`config.mk`:
```
export PLATFORM = sky130hd
export DESIGN_NAME = vga_color_ctrl
export DESIGN_NICKNAME = d
export VERILOG_FILES = /design/src/rtl/vga_color_ctrl.sv
export SDC_FILE = /design/constraint.sdc
export NUM_CORES = 1
export LEC_CHECK = 0
export CAP_MARGIN = 20
export CELL_PAD_IN_SITES_DETAIL_PLACEMENT = 1
export CELL_PAD_IN_SITES_GLOBAL_PLACEMENT = 2
export CORE_MARGIN = 5
export CORE_UTILIZATION = 34
export CTS_CLUSTER_DIAMETER = 100
export DETAILED_ROUTE_END_ITERATION = 10
export GPL_TIMING_DRIVEN = 0
export PLACE_DENSITY = 0.73
export SLEW_MARGIN = 10
export SYNTH_ARGS = -nofsm -noshare
export SYNTH_HDL_FRONTEND = slang
export SYNTH_SLANG_ARGS = --single-unit
```
`constraint.sdc`:
```
create_clock -name clk -period 1.9 [get_ports clk]
set_input_delay 0.285 -clock clk [delete_from_list [all_inputs] [get_ports clk]]
set_output_delay 0.285 -clock clk [all_outputs]
set_load 0.02 [all_outputs]
```
`src/rtl/vga_color_ctrl.sv`:
```
// Switch synchroniser, per-bit debouncer and vsync-aligned colour commit.
// Optional VGA_BLINK_EN blanks rgb_sel on alternate BLINK_FRAMES-frame periods.
module vga_color_ctrl #(
    parameter int unsigned DB_CYCLES    = 1000000,
    parameter int unsigned CNT_W        = 20,
    parameter int unsigned BLINK_FRAMES = 30
) (
    input  logic       clk,
    input  logic       reset,
    input  logic [2:0] sw_raw,
    input  logic       vsync,
    output logic [2:0] rgb_sel,
    output logic [2:0] sw_stable,
    output logic       color_changed
);

    typedef enum logic {
        DB_IDLE,
        DB_COUNT
    } db_state_e;

    localparam logic [CNT_W-1:0] DB_LAST = CNT_W'(DB_CYCLES - 1);

    logic [2:0]       s1_q;
    logic [2:0]       s2_q;
    db_state_e        db_state_q [3];
    db_state_e        db_state_d [3];
    logic [CNT_W-1:0] cnt_q [3];
    logic [CNT_W-1:0] cnt_d [3];
    logic [2:0]       stable_q;
    logic [2:0]       stable_d;
    logic             vsync_q;
    logic             vs_rise;
    logic [2:0]       color_q;
    logic [2:0]       color_d;
    logic             changed_q;
    logic             changed_d;

    always_comb begin
        for (int i = 0; i < 3; i++) begin
            db_state_d[i] = db_state_q[i];
            cnt_d[i]      = cnt_q[i];
            stable_d[i]   = stable_q[i];
            unique case (db_state_q[i])
                DB_IDLE: begin
                    if (s2_q[i] != stable_q[i]) begin
                        db_state_d[i] = DB_COUNT;
                        cnt_d[i]      = CNT_W'(1);
                    end
                end
                DB_COUNT: begin
                    if (s2_q[i] == stable_q[i]) begin
                        db_state_d[i] = DB_IDLE;
                        cnt_d[i]      = '0;
                    end else if (cnt_q[i] == DB_LAST) begin
                        stable_d[i]   = s2_q[i];
                        db_state_d[i] = DB_IDLE;
                        cnt_d[i]      = '0;
                    end else begin
                        cnt_d[i] = cnt_q[i] + CNT_W'(1);
                    end
                end
            endcase
        end
    end

    assign vs_rise = vsync & ~vsync_q;

    // Commit from the registered stable value, so a same-edge acceptance waits a frame.
    always_comb begin
        color_d   = color_q;
        changed_d = 1'b0;
        if (vs_rise && (stable_q != color_q)) begin
            color_d   = stable_q;
            changed_d = 1'b1;
        end
    end

    always_ff @(posedge clk) begin
        if (reset) begin
            s1_q      <= '0;
            s2_q      <= '0;
            stable_q  <= '0;
            vsync_q   <= 1'b0;
            color_q   <= '0;
            changed_q <= 1'b0;
            for (int i = 0; i < 3; i++) begin
                db_state_q[i] <= DB_IDLE;
                cnt_q[i]      <= '0;
            end
        end else begin
            s1_q      <= sw_raw;
            s2_q      <= s1_q;
            stable_q  <= stable_d;
            vsync_q   <= vsync;
            color_q   <= color_d;
            changed_q <= changed_d;
            for (int i = 0; i < 3; i++) begin
                db_state_q[i] <= db_state_d[i];
                cnt_q[i]      <= cnt_d[i];
            end
        end
    end

    assign sw_stable     = stable_q;
    assign color_changed = changed_q;

`ifdef VGA_BLINK_EN
    localparam int unsigned FR_W =
        (BLINK_FRAMES > 1) ? $clog2(BLINK_FRAMES) : 1;
    localparam logic [FR_W-1:0] FR_LAST = FR_W'(BLINK_FRAMES - 1);

    logic [FR_W-1:0] frame_q;
    logic [FR_W-1:0] frame_d;
    logic            blink_q;
    logic            blink_d;

    always_comb begin
        frame_d = frame_q;
        blink_d = blink_q;
        if (vs_rise) begin
            if (frame_q == FR_LAST) begin
                frame_d = '0;
                blink_d = ~blink_q;
            end else begin
                frame_d = frame_q + FR_W'(1);
            end
        end
    end

    always_ff @(posedge clk) begin
        if (reset) begin
            frame_q <= '0;
            blink_q <= 1'b0;
        end else begin
            frame_q <= frame_d;
            blink_q <= blink_d;
        end
    end

    assign rgb_sel = blink_q ? 3'b000 : color_q;
`else
    assign rgb_sel = color_q;
`endif

endmodule

```
---- Word level (Yosys, flattened, before mapping) ----
Memory sizes are Yosys's and may differ from the RTL's.
Index checks and enable logic that the tools add are counted.
word-level totals
  register bits after elaboration ......... 14
  bits in writable memories ............... 63
  input bits .............................. 6
  output and inout bits ................... 7
  logic and storage cells ................. 75
  memories ................................ 2
cells by class
  add/sub/neg operators ................... 3
  eq/ne operators ......................... 10
  multiplexer cells ....................... 34
  bitwise operators ....................... 14
  reductions and logical operators ........ 4
memory list
  name        depth  width  rd ports  clocked after Yosys merged registers in  wr ports  line  RTL
  cnt_q       3      20     3         0                                        3         28    logic [CNT_W-1:0] cnt_q [3];
  db_state_q  3      1      3         0                                        3         26    db_state_e db_state_q [3];
operators with widths
  cell                                           number
  2-to-1 mux 20 bit                              12
  case mux 20 bit (2 select lines)               3
  adder 20 x 1 -> 20 bit, second input constant  3
  equality test 20 bit, second input constant    3
  2-to-1 mux 1 bit                               16
  AND reduction 3 bit                            3
  NOT 1 bit                                      7
  bitwise OR 1 bit                               6
  case mux 1 bit (2 select lines)                3
  equality test 1 bit                            3
  inequality test 1 bit                          3
  inequality test 3 bit                          1
  bitwise AND 1 bit                              1
  logical AND 1 bit                              1

---- Longest topological paths before layout ----
Gate-level depths: netlist of run 1.
  depth after elaboration ................. 5
  depth in mapped cells ................... 8

---- Worst setup path before layout of run 1 ----
No wires, ideal clock.
  path kind ............................... reg-to-reg
  start point ............................. memory cnt_q[2][7] (netlist: cnt_q[0][47])
  end point ............................... memory cnt_q[2][18] (netlist: cnt_q[0][58])
  arrival ................................. 1.881 ns
  required time ........................... 1.786 ns
  path slack .............................. -0.095 ns
  cell stages (with the launch flop) ...... 7
  buffers on the path ..................... 1
  period minus slack after synthesis ...... 1.995 ns
  path through ............................ dfxtp_1 > or4b_4 > nor4_4 > a211oi_2 > buf_6 > a32o_1 > a21o_1
RTL lines
  what         line
  from (decl)  28

==> results of run 1 <==
timing repair:
item                                    in CTS  in global routing
setup buffers                               23                  4
pin swaps                                   17                 26
endpoints found under the setup margin      57                 56
cloned                                       3                  1
gates resized for setup                     63                 49
worst min path at each step:
stage                     cells past startpoint                  to  slack (ps)
after floorplan                               1  s1_q[0]$_SDFF_PP0_         410
after global placement                        1  s2_q[2]$_SDFF_PP0_         420
after detailed placement                      1  s2_q[2]$_SDFF_PP0_         430
after CTS                                     1  s2_q[2]$_SDFF_PP0_         450
after global routing                          2  s1_q[2]$_SDFF_PP0_         470
final                                         1  s2_q[2]$_SDFF_PP0_         440
state kept, by name, summed over array words and instances, names as in the netlist:
signal and cells:
vsync_q 1, color_changed 1, rgb_sel 3, sw_stable 3
s2_q 3, s1_q 3, db_state_q 3, cnt_q 60
routing by layer:
metal / up-vias / part of all wire, % / wire length, µm
met5: - / 0 / 0
met4: 0 / 1.5 / 170
met3: 14 / 2.3 / 255
met2: 39 / 48 / 5366
met1: 1786 / 48 / 5278
li1: 1759 / - / -
power groups by stage:
stage	sequential [µW]	clock (µW)	combinational, µW
after floorplan	1670	0	73.1
after global routing	1640	1540	149
final	1630	1430	135
after global placement	1680	0	113
after detailed placement	1680	0	115
after CTS	1630	1470	127
worst reg2reg max path, cell delays in order, from the launching register on:
cell      delay [ps]
dfxtp_1          440
nor4bb_1         420
and3_4           330
a211oi_2         110
buf_6            180
a32o_1           220
a21o_1           150
stage by stage:
step	setup TNS, ps	instance area, µm²	utilization [%]	total power, µW
3_5_place_dp	-19530	4050	37.53	1792
5_1_grt	-3733	4926	45.64	3331
4_1_cts	-284.3	4715	43.68	3233
6_report	-325.3	4926	45.64	3197
3_3_place_gp	-18350	4041	37.44	1788
2_1_floorplan	0	3756	-	1746
cell type report:
| cell class | instances | area share (%) |
|---|---|---|
| plain buffers | 16 | 2.108 |
| clock buffers | 10 | 2.794 |
| clock inverters | 6 | 1.753 |
| inverters | 6 | 0.4572 |
| multi-input cells | 345 | 50.01 |
| flip-flops and latches | 77 | 32.11 |
| well taps | 140 | 3.556 |
| repair buffers | 40 | 7.214 |
synth_stat cells (all sizes together) (2+ instances only):
library cell / instances / area share, %
o21ai: 15 / 2.0
clkbuf: 10 / 1.0
a31oi: 23 / 3.9
mux2i: 11 / 2.9
or4: 5 / 1.0
a21o: 2 / 0.40
o31ai: 2 / 0.40
xor2: 9 / 2.1
nor2: 40 / 4.0
nor4: 8 / 2.1
nor2b: 9 / 1.5
and2: 2 / 0.33
a21oi: 33 / 4.5
nor3: 15 / 2.0
and3b: 2 / 0.47
dfxtp: 77 / 41
or3: 6 / 1.0
a32oi: 2 / 0.47
a22o: 11 / 2.6
nand3b: 3 / 0.60
and3: 9 / 1.5
inv: 6 / 0.60
xnor2: 6 / 1.4
o21a: 6 / 1.2
or4b: 2 / 0.64
nand2: 42 / 4.2
a211oi: 4 / 1.1
nand3: 33 / 4.4
a41oi: 5 / 1.2
ha: 3 / 1.0
nor3b: 2 / 0.40
nand2b: 10 / 1.7
buf: 8 / 1.3
nand4: 12 / 2.0
and4: 2 / 0.47
logic make-up after synthesis:
logic type	after synthesis	synth area share [%]
buffers and inverters	24	2.913
DFF	77	41.26
AOI/OAI and AO/OA	110	19.26
adders and majority gates	3	1.005
and+or+nand+nor	205	29.10
xor gates and xnor gates	15	3.517
muxes	11	2.947
layout by cell type (no fill, tap or decap), types with 3 or more instances in the layout:
master / n
nand2_2: 3
nor2_1: 38
clkdlybuf4s50_1: 11
dfxtp_2: 11
dfxtp_4: 7
or4_4: 4
inv_1: 6
a41oi_1: 4
nand3_4: 4
a21oi_1: 20
nand2_1: 39
clkbuf_8: 11
nor4_4: 5
nor3_1: 11
xor2_1: 6
a31oi_1: 23
a22o_1: 11
nor3_2: 3
o21a_1: 6
o21ai_2: 4
xnor2_1: 6
or3_1: 6
buf_1: 4
nor2b_1: 9
nand3_1: 27
dfxtp_1: 59
and3_1: 7
clkbuf_1: 7
nand4_1: 12
buf_6: 5
mux2i_1: 11
o21ai_0: 10
buf_4: 25
nand3b_1: 3
a21oi_2: 11
nand2b_1: 9
==> results.py, run 1 <==
metrics = {
    "place": {
        "io_buffers": 11,
        "finalWeightedCongestion": 0.7675,
        "place_worst_setup_slack_ps": -539.6,
        "dp_hpwl_mm": 7.130,
        "dp.cells": 597,
    },
    "run_status": {
        "status": "finished with violations",
        "failed_checks": "negative setup slack",
    },
    "global_routing": {
        "antenna_found_initial": 0,
        "use_met2_pct": 28.21,
        "grt_pass1_wl_mm": 18.21,
        "grt_busiest_layer": "met2",
        "grt_pass1_vias": 3608,
        "grt_max_degree": 14,
        "overflow": 0,
        "use_met3_pct": 3.158,
        "use_met1_pct": 22.57,
        "track_usage_pct": 17.16,
    },
    "cts": {
        "clock-root-buffer": "clkbuf_8",
        "cts.sinks": 77,
        "cts_max_level": 3,
        "cts_tree": "built",
        "cts_hold_buf": 0,
        "clkLatencyLatePin_ps": 370,
        "path_clk_slew_ps": 90,
        "cts_buffer_depth": 2,
        "cts_made_buffers": 9,
    },
    "critical_path": {
        "r2r_start": "cnt_q[0][58]$_SDFFE_PP0P_",
        "critPathLaunchType": "flip-flop",
        "r2r_slack_ps": -50,
        "crit_end": "cnt_q[0][58]$_SDFFE_PP0P_",
        "arrival_ps": 2220,
        "critPathMaxFanout": 6,
        "worstPathCellList": "nor4bb_1 -> and3_4 -> a211oi_2 -> buf_6 -> a32o_1 -> a21o_1",
        "worstRegToRegCells": 6,
        "timing.rr.end": "cnt_q[0][58]$_SDFFE_PP0P_",
        "critPathKind": "flip-flop to flip-flop",
        "crit_buf_inv": 1,
        "crit_start": "cnt_q[0][58]$_SDFFE_PP0P_",
        "cp_slowest_cell": "dfxtp_1",
        "crit_required_ps": 2180,
        "cp-end-kind": "flip-flop",
        "critPathMaxStageDelay_ps": 440,
        "crit_family": "simple AND/OR/NAND/NOR gates",
        "worstSetupPathDepth": 6,
    },
    "sta": {
        "period_needed_ps": 1948,
        "slew-limit-headroom_pct": 37.38,
        "period_share_pct": 102.5,
        "tightest_slew_ps": 934.3,
        "skew_ps": 10.64,
        "grt_setup_unrepaired": "yes",
        "setup_slack_ps": -48.33,
        "fmax_mhz": 513.3,
        "setup_viol": 16,
        "finalHoldViolations": 0,
        "holdWs_ps": 440.1,
        "drv_slew": 0,
    },
    "floorplanning": {
        "fp.coreArea_um2": 10790,
        "chipHeight_um": 114.8,
        "num_io_pins": 13,
        "die_area_um2": 13180,
        "rows": 38,
        "initial_core_util_pct": 34.62,
        "die_w_um": 114.8,
    },
    "flow_run": {
        "drv_cap": 0,
    },
    "power_and_ir_drop": {
        "p_leak_uw": 0.001745,
        "combPwrFrac_pct": 4.2,
        "powerDensity_nw_per_um2": 649.1,
        "vdd_drop_max_mv": 0.3481,
        "sequentialPowerShare_pct": 51.1,
        "swShare_pct": 23.66,
        "switching_power_uw": 756.6,
        "clockPowerShare_pct": 44.7,
        "p_int_uw": 2441,
    },
    "yosys": {
        "synth_cell_types": 51,
        "ys.flop_type": "dfxtp_1",
        "syn-instance-count": 445,
        "syn_area_per_cell_um2": 8.396,
        "synth_area_um2": 3736,
        "yosysWarnings": 0,
        "syn_nets": 454,
        "yosysSeqAreaShare_pct": 41.26,
        "async_flop_share_pct": 0,
        "synth_seq_cells": 77,
        "synth_edf_count": 0,
    },
    "final_layout": {
        "areaGrowthSynthToFinish_pct": 31.85,
        "regArea_um2": 1582,
        "multi_input_area_um2": 2464,
        "n_antenna_cell": 0,
        "layout.nets": 504,
        "fill_cells": 1263,
        "fin_cells": 640,
        "layout-drive-gt1-share_pct": 26.20,
    },
    "detailed_routing": {
        "drt-pass1-iter-count": 4,
        "first_iter_violations": 121,
        "drcViolationCount": 0,
        "vias": 3598,
        "wl_per_cell_um": 17.30,
        "ant_nets": 0,
        "routed_via_density": 5.622,
        "wirelength_mm": 11.07,
    },
    "worst_hold_path": {
        "hold_path.class": "flip-flop to flip-flop",
        "hp-start": "s1_q[2]$_SDFF_PP0_",
    },
}
(Power assumes the default switching activity.)
==> run 2, diff against run 1 <==
--- a/config.mk
+++ b/config.mk
@@ -14,7 +14,7 @@
 export DETAILED_ROUTE_END_ITERATION = 10
 export GPL_TIMING_DRIVEN = 0
 export PLACE_DENSITY = 0.73
-export SLEW_MARGIN = 10
+export SLEW_MARGIN = 20
 export SYNTH_ARGS = -nofsm -noshare
 export SYNTH_HDL_FRONTEND = slang
 export SYNTH_SLANG_ARGS = --single-unit
==> run 2 against run 1 <==
Compared with the run above: the run still ends with negative setup slack left; core utilization up 0.72 points; maximum frequency up 1.4%; non-clock buffer count up 5; sequential power about the same; hold slack better by 0.76 ps; first-iteration DRC count up 21%; global-route usage down 0.43 points; highest routed layer unchanged.
==> results.py, run 2 (synthesis gave the netlist of run 1 again) <==
metrics = {
    "power_and_ir_drop": {
        "clockPowerShare_pct": 45.4,
        "p_leak_uw": 0.001795,
        "vdd_drop_max_mv": 0.3253,
        "combPwrFrac_pct": 4.1,
        "sequentialPowerShare_pct": 50.5,
        "powerDensity_nw_per_um2": 646.2,
        "switching_power_uw": 725.9,
        "swShare_pct": 22.45,
        "p_int_uw": 2508,
        "total_power_uw": 3233,
    },
    "worst_hold_path": {
        "hp-start": "s1_q[2]$_SDFF_PP0_",
        "hold_path.class": "flip-flop to flip-flop",
    },
    "run_status": {
        "failed_checks": "negative setup slack",
        "status": "finished with violations",
    },
    "floorplanning": {
        "num_io_pins": 13,
        "die_area_um2": 13180,
        "fp.coreArea_um2": 10790,
        "initial_core_util_pct": 34.62,
        "chipHeight_um": 114.8,
        "die_w_um": 114.8,
        "rows": 38,
    },
    "cts": {
        "cts.sinks": 77,
        "cts_buffer_depth": 2,
        "clkLatencyLatePin_ps": 370,
        "cts_max_level": 3,
        "cts_tree": "built",
        "cts_hold_buf": 0,
        "clock-root-buffer": "clkbuf_8",
        "cts_made_buffers": 9,
        "path_clk_slew_ps": 90,
    },
    "place": {
        "dpl_cell_area_um2": 4053,
        "io_buffers": 11,
        "dp.cells": 596,
        "dp_hpwl_mm": 7.070,
        "finalWeightedCongestion": 0.7675,
    },
    "final_layout": {
        "final_common_cell": "dfxtp_1",
        "layout.nets": 509,
        "final_cell_mix": "dfxtp_1 (61), nand2_1 (39), nor2_1 (37)",
        "utilization_pct": 46.36,
        "design_area_um2": 5004,
        "layout-drive-gt1-share_pct": 25.99,
        "fin_cells": 644,
        "areaGrowthSynthToFinish_pct": 33.93,
        "largest_register_ffs": 60,
        "n_antenna_cell": 0,
        "largest-register": "cnt_q",
    },
    "sta": {
        "tightest_slew_ps": 848.9,
        "skew_ps": 7.635,
        "drv_slew": 0,
        "slew-limit-headroom_pct": 43.10,
        "grt_setup_unrepaired": "yes",
        "setup_slack_ps": -20.69,
        "setup_viol": 4,
        "period_needed_ps": 1921,
        "period_share_pct": 101.1,
        "fmax_mhz": 520.6,
        "finalHoldViolations": 0,
    },
    "critical_path": {
        "worstPathCellList": "or4b_4 -> nor4_4 -> buf_4 -> a211oi_4 -> buf_6 -> clkbuf_16 -> a21oi_2 -> a31oi_1",
        "r2r_slack_ps": -20,
        "critPathMaxFanout": 5,
        "crit_start": "cnt_q[0][47]$_SDFFE_PP0P_",
        "worstSetupPathDepth": 8,
        "crit_buf_inv": 3,
        "critPathLaunchType": "flip-flop",
        "critPathKind": "flip-flop to flip-flop",
        "worstRegToRegCells": 8,
        "critPathMaxStageDelay_ps": 560,
        "timing.rr.end": "cnt_q[0][53]$_SDFFE_PP0P_",
        "arrival_ps": 2170,
        "cp-end-kind": "flip-flop",
        "crit_required_ps": 2150,
        "cp_slowest_cell": "or4b_4",
        "crit_end": "cnt_q[0][53]$_SDFFE_PP0P_",
        "crit_family": "simple AND/OR/NAND/NOR gates",
        "r2r_start": "cnt_q[0][47]$_SDFFE_PP0P_",
    },
    "global_routing": {
        "grt_pass1_vias": 3536,
        "antenna_found_initial": 0,
        "grt_pass1_wl_mm": 17.62,
        "grt_max_degree": 13,
        "overflow": 0,
        "track_usage_pct": 16.73,
    },
    "detailed_routing": {
        "first_iter_violations": 146,
        "drt-pass1-iter-count": 4,
        "wl_per_cell_um": 17.16,
        "routed_via_density": 5.542,
        "vias": 3569,
        "wirelength_mm": 11.05,
        "ant_nets": 0,
        "drcViolationCount": 0,
    },
    "flow_run": {
        "drv_cap": 0,
    },
}
==> run 2: metrics by stage <==
stage          worst slack [ps]  TNS, ps  hold WS [ps]
2_1_floorplan             4.366        0         413.2
3_3_place_gp             -536.4   -18350         418.6
3_5_place_dp             -557.7   -19520         426.2
4_1_cts                  -82.14   -823.1         445.3
5_1_grt                  -115.1    -2173         460.9
6_report                 -20.69   -54.36         440.8
==> run 2: metal layers <==
metal | vias up | track usage, % | share of wire [%] | wire length, µm
met5 | - | 0 | 0 | 0
met4 | 0 | 6.025 | 1.3 | 141
met3 | 15 | 3.842 | 2.8 | 309
met2 | 36 | 27.01 | 48 | 5298
met1 | 1756 | 21.95 | 48 | 5305
li1 | 1762 | - | - | -
==> run 2: cell type report <==
type / instances / area [µm²]
Timing Repair Buffer: 46 / 399.1
Clock inverter: 3 / 67.56
Clock buffer: 12 / 165.2
Tap cell: 140 / 175.2
Sequential cell: 77 / 1579
Buffer: 15 / 113.9
Fill cell: 1234 / 5789
Inverter: 6 / 22.52
Multi-Input combinational cell: 345 / 2481
==> run 2: how the worst min path moves through the flow <==
stage	to	slack, ps	cells past startpoint
after detailed placement	s2_q[2]$_SDFF_PP0_	430	1
after global routing	s1_q[1]$_SDFF_PP0_	460	2
after CTS	s2_q[2]$_SDFF_PP0_	450	1
final	s2_q[2]$_SDFF_PP0_	440	1
after global placement	s2_q[2]$_SDFF_PP0_	420	1
after floorplan	s1_q[0]$_SDFF_PP0_	410	1
==> run 2: timing repair <==
action                                  4_1_cts  5_1_grt
pin swaps                                    14       21
gates resized for setup                      52       57
buffers inserted                             19       15
gates cloned                                  0        3
endpoints found under the setup margin       57       58
==> run 2: worst register-to-register path, cell delays in order, from the launching register on <==
cell and delay, ps:
dfxtp_4 360, or4b_4 560, nor4_4 140, buf_4 180, a211oi_4 70, buf_6 160, clkbuf_16 160, a21oi_2 120
a31oi_1 50
==> run 2: power groups by stage <==
stage / Clock (µW) / Combinational (µW) / Sequential [µW]
after global routing: 1580 / 145 / 1640
after global placement: 0 / 113 / 1680
final: 1470 / 132 / 1630
after detailed placement: 0 / 114 / 1680
after CTS: 1520 / 123 / 1630
after floorplan: 0 / 73.1 / 1670
